[config.mk]
export PLATFORM = sky130hd
export DESIGN_NAME = led_blink_scheduler
export DESIGN_NICKNAME = d
export VERILOG_FILES = /design/src/rtl/led_ctrl_pkg.sv /design/src/rtl/led_tick_gen.sv /design/src/rtl/led_blink_scheduler.sv
export SDC_FILE = /design/constraint.sdc
export NUM_CORES = 1
export LEC_CHECK = 0
export BUFFER_PORTS_ARGS = -buffer_cell sky130_fd_sc_hd__buf_4
export CORE_ASPECT_RATIO = 1.25
export CORE_MARGIN = 4
export CORE_UTILIZATION = 25
export DETAILED_ROUTE_END_ITERATION = 8
export SLEW_MARGIN = 20
export SYNTH_ARGS = -nofsm -noshare
export SYNTH_HDL_FRONTEND = slang
export SYNTH_SLANG_ARGS = --single-unit
[constraint.sdc]
create_clock -name Clock -period 2.5 [get_ports Clock]
set_input_delay 0.5 -clock Clock [delete_from_list [all_inputs] [get_ports Clock]]
set_output_delay 0.5 -clock Clock [all_outputs]
set_load 0.005 [all_outputs]
[src/rtl/led_ctrl_pkg.sv]
// Shared encodings for the LED blink scheduler: channel modes, command FSM
// states and the burst remaining-counter width.
package led_ctrl_pkg;

  localparam logic [1:0] MODE_OFF   = 2'd0;
  localparam logic [1:0] MODE_ON    = 2'd1;
  localparam logic [1:0] MODE_BLINK = 2'd2;
  localparam logic [1:0] MODE_BURST = 2'd3;

  localparam int REM_W = 5;

  typedef enum logic {
    IDLE      = 1'b0,
    WAIT_TICK = 1'b1
  } cmd_state_t;

  // A burst of N high phases spans 2N-1 further ticks after the initial rise.
  function automatic logic [REM_W-1:0] burst_remaining(input logic [3:0] n);
    return {n, 1'b0} - REM_W'(1);
  endfunction

endpackage

[src/rtl/led_tick_gen.sv]
// Free-running half-period prescaler; tick is high while the count sits at
// HALF_PERIOD-1, so every tick edge is also the wrap edge.
module led_tick_gen #(
  parameter int HALF_PERIOD = 13_500_000
) (
  input  logic Clock,
  input  logic Reset_n,
  output logic tick
);

  localparam int CW = (HALF_PERIOD > 2) ? $clog2(HALF_PERIOD) : 1;
  localparam logic [CW-1:0] LAST = CW'(HALF_PERIOD - 1);

  logic [CW-1:0] cnt_q;

  always_ff @(posedge Clock or negedge Reset_n) begin
    if (!Reset_n) begin
      cnt_q <= '0;
    end else if (cnt_q == LAST) begin
      cnt_q <= '0;
    end else begin
      cnt_q <= cnt_q + CW'(1);
    end
  end

  assign tick = (cnt_q == LAST);

endmodule

[src/rtl/led_blink_scheduler.sv]
// Sequences NUM_CH LED channels (OFF/ON/BLINK/BURST) from one shared tick,
// configured through a valid/ready command port with optional tick-synchronous apply.
module led_blink_scheduler
  import led_ctrl_pkg::*;
#(
  parameter int HALF_PERIOD = 13_500_000,
  parameter int NUM_CH      = 4
) (
  input  logic                      Clock,
  input  logic                      Reset_n,
  input  logic                      Cmd_valid,
  output logic                      Cmd_ready,
  input  logic [$clog2(NUM_CH)-1:0] Cmd_ch,
  input  logic [1:0]                Cmd_mode,
  input  logic [3:0]                Cmd_count,
  input  logic                      Cmd_sync,
  output logic [NUM_CH-1:0]         LED_out,
  output logic [NUM_CH-1:0]         Active,
  output logic [NUM_CH-1:0]         Done
);

  localparam int CH_W = $clog2(NUM_CH);

  logic tick;

  led_tick_gen #(.HALF_PERIOD(HALF_PERIOD)) u_tick (
    .Clock   (Clock),
    .Reset_n (Reset_n),
    .tick    (tick)
  );

  cmd_state_t      state_q, state_d;
  logic [CH_W-1:0] pend_ch_q;
  logic [1:0]      pend_mode_q;
  logic [3:0]      pend_count_q;

  logic            apply, latch;
  logic [CH_W-1:0] app_ch;
  logic [1:0]      app_mode;
  logic [3:0]      app_count;

  always_comb begin
    state_d   = state_q;
    apply     = 1'b0;
    latch     = 1'b0;
    app_ch    = Cmd_ch;
    app_mode  = Cmd_mode;
    app_count = Cmd_count;
    case (state_q)
      IDLE: begin
        if (Cmd_valid) begin
          if (Cmd_sync) begin
            latch   = 1'b1;
            state_d = WAIT_TICK;
          end else begin
            apply = 1'b1;
          end
        end
      end
      WAIT_TICK: begin
        app_ch    = pend_ch_q;
        app_mode  = pend_mode_q;
        app_count = pend_count_q;
        if (tick) begin
          apply   = 1'b1;
          state_d = IDLE;
        end
      end
      default: state_d = IDLE;
    endcase
  end

  assign Cmd_ready = (state_q == IDLE);

  always_ff @(posedge Clock or negedge Reset_n) begin
    if (!Reset_n) begin
      state_q <= IDLE;
    end else begin
      state_q <= state_d;
    end
  end

  // Pending payload is only meaningful in WAIT_TICK, which reset leaves.
  always_ff @(posedge Clock) begin
    if (latch) begin
      pend_ch_q    <= Cmd_ch;
      pend_mode_q  <= Cmd_mode;
      pend_count_q <= Cmd_count;
    end
  end

  for (genvar i = 0; i < NUM_CH; i++) begin : g_ch
    logic [1:0]       mode_q;
    logic             led_q;
    logic [REM_W-1:0] rem_q;
    logic             done_q;
    logic             hit;

    // An out-of-range Cmd_ch matches no channel, so the command is dropped.
    assign hit = apply && (app_ch == CH_W'(i));

    always_ff @(posedge Clock or negedge Reset_n) begin
      if (!Reset_n) begin
        mode_q <= MODE_OFF;
        led_q  <= 1'b0;
        rem_q  <= '0;
        done_q <= 1'b0;
      end else begin
        done_q <= 1'b0;
        if (hit) begin
          rem_q <= '0;
          case (app_mode)
            MODE_ON: begin
              mode_q <= MODE_ON;
              led_q  <= 1'b1;
            end
            MODE_BLINK: begin
              mode_q <= MODE_BLINK;
              led_q  <= 1'b1;
            end
            MODE_BURST: begin
              if (app_count != 4'd0) begin
                mode_q <= MODE_BURST;
                led_q  <= 1'b1;
                rem_q  <= burst_remaining(app_count);
              end else begin
                mode_q <= MODE_OFF;
                led_q  <= 1'b0;
              end
            end
            default: begin
              mode_q <= MODE_OFF;
              led_q  <= 1'b0;
            end
          endcase
        end else if (tick) begin
          if (mode_q == MODE_BLINK) begin
            led_q <= ~led_q;
          end else if (mode_q == MODE_BURST) begin
            if (rem_q == REM_W'(1)) begin
              mode_q <= MODE_OFF;
              led_q  <= 1'b0;
              rem_q  <= '0;
              done_q <= 1'b1;
            end else if (rem_q != '0) begin
              led_q <= ~led_q;
              rem_q <= rem_q - REM_W'(1);
            end
          end
        end
      end
    end

    assign LED_out[i] = led_q;
    assign Active[i]  = (mode_q != MODE_OFF);
    assign Done[i]    = done_q;
  end

endmodule
==> run metrics <==
Yosys reg bits 69; Top cell by count, worst path buf_4; setup tns final 0 ns; Synth-to-Final Area Change 17.5%; Sw Ratio between 30% and 40%; chip width around 120 microns; core area 0.0163 sq mm; critical path, cell by cell or4b_4, or4_4, nor2_4, buf_4, buf_4, and3_1; synth warn 0; worst hold margin about 0.24 ns; setup ws final approximately 0.13 ns; Switch Pwr roughly 1.2 mW; ant diodes 0; worst-path maximum fanout 11; crit end category register; Post-synth EDFFs 8; GP Congestion roughly 0.9; ratio of cells with drive above 1 in the final layout between 15 and 20%; critical path type reg -> reg; Clock power frac a little under a third; Post-CTS Setup Repair Bufs 0; hold-fix buffers at CTS 0; fraction of registers with async set/reset about 88%; drt total wl about 11000 microns; top-level port count 25; status complete, no violations; vias per cell 5.07; final cycle utilization of the critical path 94.8%; Int Power roughly 2.4 mW; clk_lat worst skew about 0.33 ns; H-tree depth 3; combinational group share of total power a little over a quarter; Die H ~150 microns; Net count, final 489; cell taking the most area after synthesis dfrtp_1; Fin. Hold Viols 0; fin crit period ~2.4 ns; Clock Path Buffers 2; first-pass GRT wire length ~17000 microns; Root Buffer clkbuf_16; DR vias 3450; PwrDens approximately 750 mW/mm^2; top cell type's share of synthesized area between 30% and 40%; Synth Area per Inst slightly below 10 sq um; row count 52; sequential share of the synthesized area between 40% and 50%; delay-heaviest family, CP simple AND/OR/NAND/NOR gates; worst path buffer plus inverter count 2; # setup viols final 0; worst slack, placed approximately 0.13 ns; Leak 2.09 nW; CTS tree yes; number of antenna violations at the first check in global routing 0; Crit path largest cell delay between 0.6 and 0.7 ns; Synth Cell Area ~0.0042 sq mm; Residual DRC 0; pin slew with the least headroom to its limit approximately 0.79 ns; antenna-violating nets left 0; Worst VDD drop between 0.3 and 0.4 mV; Syn Inst Count around 430; total global-route track usage 11.7%; total CTS buffers 9; utilization after layout a little under a third; Synth area leaders dfrtp_1 37%, edfxtp_1 5.8%, mux2i_1 5.3%; die area 0.0188 sq mm; CP startpoint kind register; worst endpoint required time between 2 and 3 ns; clock skew 0.00687 ns; initial core utilization 25.6%; Hold/Removal Path Class in -> async; largest net degree at the start of global routing 62; worst path arrival time between 2 and 3 ns; RSZ-0062 raised after global routing false; Synth cell types 58; fmax 0.422 GHz; # clock sinks slightly below 70; post-synthesis net count between 400 and 500; post-CTS sizing 0; max-cap viol count 0; Max-slew headroom between 40 and 50%; vias in the first global route between 3000 and 4000; gr ovfl total 0; max-slew violations 0; HPWL after DPL 7780 microns; # port buffers 24; clk slew on worst S/H paths ~0.05 ns; Top FF cell, synth dfrtp_1; slowest CP cell or4_4; drt pass-1 iters 4; drt wl/cell around 15 microns; sequential share of power between 40% and 50%; initial detailed-routing violation count approximately 140
==> layout by cell type, fill, tap and decap left out, types with 10 or more instances in the layout <==
master,instances
o21ai_0,16
nor2_1,32
ha_1,17
nand2_1,31
mux2i_1,22
nand3_1,20
xor2_1,12
nand4_1,10
dfrtp_1,61
buf_4,44
inv_1,15
nor3_1,14
a21oi_1,11
==> metrics by stage <==
| step | std cells | power, mW | instance area, sq um |
|---|---|---|---|
| floorplan | 427 | 2.20 | 4170 |
| global placement | 665 | 2.52 | 4640 |
| detailed placement | 665 | 2.55 | 4640 |
| CTS | 681 | 3.70 | 4900 |
| global route | 681 | 3.91 | 4900 |
| finish | 681 | 3.66 | 4900 |
==> registers in the layout (all words and copies together), names as in the netlist <==
name,count
g_ch.done_q,4
g_ch.led_q,4
g_ch.mode_q,8
g_ch.rem_q,20
pend_ch_q,2
pend_count_q,4
pend_mode_q,2
state_q,1
u_tick.cnt_q,24
==> worst register-to-register path, delay by kind of cell (launching register included) <==
| kind | cells | cell delay (ns) |
|---|---|---|
| simple gates | 4 | 1.49 |
| flops | 1 | 0.42 |
| buf+inv | 2 | 0.40 |
==> Yosys cell counts, types with 10 or more instances <==
| master | count |
|---|---|
| dfrtp_1 | 61 |
| nor2_1 | 32 |
| nand2_1 | 31 |
| mux2i_1 | 22 |
| nand3_1 | 20 |
| ha_1 | 17 |
| o21ai_0 | 16 |
| inv_1 | 15 |
| nor3_1 | 14 |
| xor2_1 | 12 |
| a21oi_1 | 11 |
| buf_4 | 10 |
| nand4_1 | 10 |
==> routing by layer <==
metal	global-route usage (%)	vias to the layer above	share of wire (%)
met3	1.93	37	3.2
met1	13.8	1682	42
met4	6.39	0	4.0
li1	-	1645	-
met5	0	-	0
met2	19.9	86	51
==> worst paths after layout <==
path | startpoint | endpoint | slack, ns | depth (start not counted)
worst max-delay path | u_tick.cnt_q[21] | g_ch[2].done_q | 0.13 | 6
worst min-delay path | Reset_n | u_tick.cnt_q[4] | 0.24 | 1
worst max register to register | u_tick.cnt_q[21] | g_ch[2].done_q | 0.13 | 6
worst min register to register | u_tick.cnt_q[0] | u_tick.cnt_q[0] | 0.49 | 1
max in group asynchronous | Reset_n | g_ch[0].done_q | 1.72 | 1
min in group Clock | Cmd_count[0] | pend_count_q[0] | 0.35 | 1
==> cell type report <==
cell class / count / area [sq um]
Inverter: 15 / 56.3
Sequential cell: 69 / 1770
Tap cell: 216 / 270
Multi-Input combinational cell: 321 / 2210
Fill cell: 1753 / 11400
Clock buffer: 11 / 233
Clock inverter: 5 / 27.5
Timing Repair Buffer: 44 / 330
==> cell families (layout without fill, tap and decap cells) <==
| kind of cell | Yosys count | count (layout) | share of synthesized area (%) |
|---|---|---|---|
| and+or+nand+nor | 175 | 175 | 24.1 |
| buffers and inverters | 37 | 75 | 4.50 |
| DFF | 69 | 69 | 42.4 |
| AOI/OAI and AO/OA | 86 | 86 | 14.1 |
| xor gates and xnor gates | 20 | 20 | 4.20 |
| adders and majority gates | 17 | 17 | 5.10 |
| muxes | 23 | 23 | 5.55 |
==> power by group through the flow <==
| stage | sequential (mW) | clock (mW) | combinational [mW] |
|---|---|---|---|
| 4_1_cts | 1.56 | 1.16 | 0.982 |
| 5_1_grt | 1.59 | 1.22 | 1.10 |
| 2_1_floorplan | 1.50 | 0 | 0.703 |
| 3_3_place_gp | 1.57 | 0 | 0.950 |
| 3_5_place_dp | 1.58 | 0 | 0.976 |
| 6_report | 1.56 | 1.13 | 0.970 |
Power figures use the tool's default switching activity.
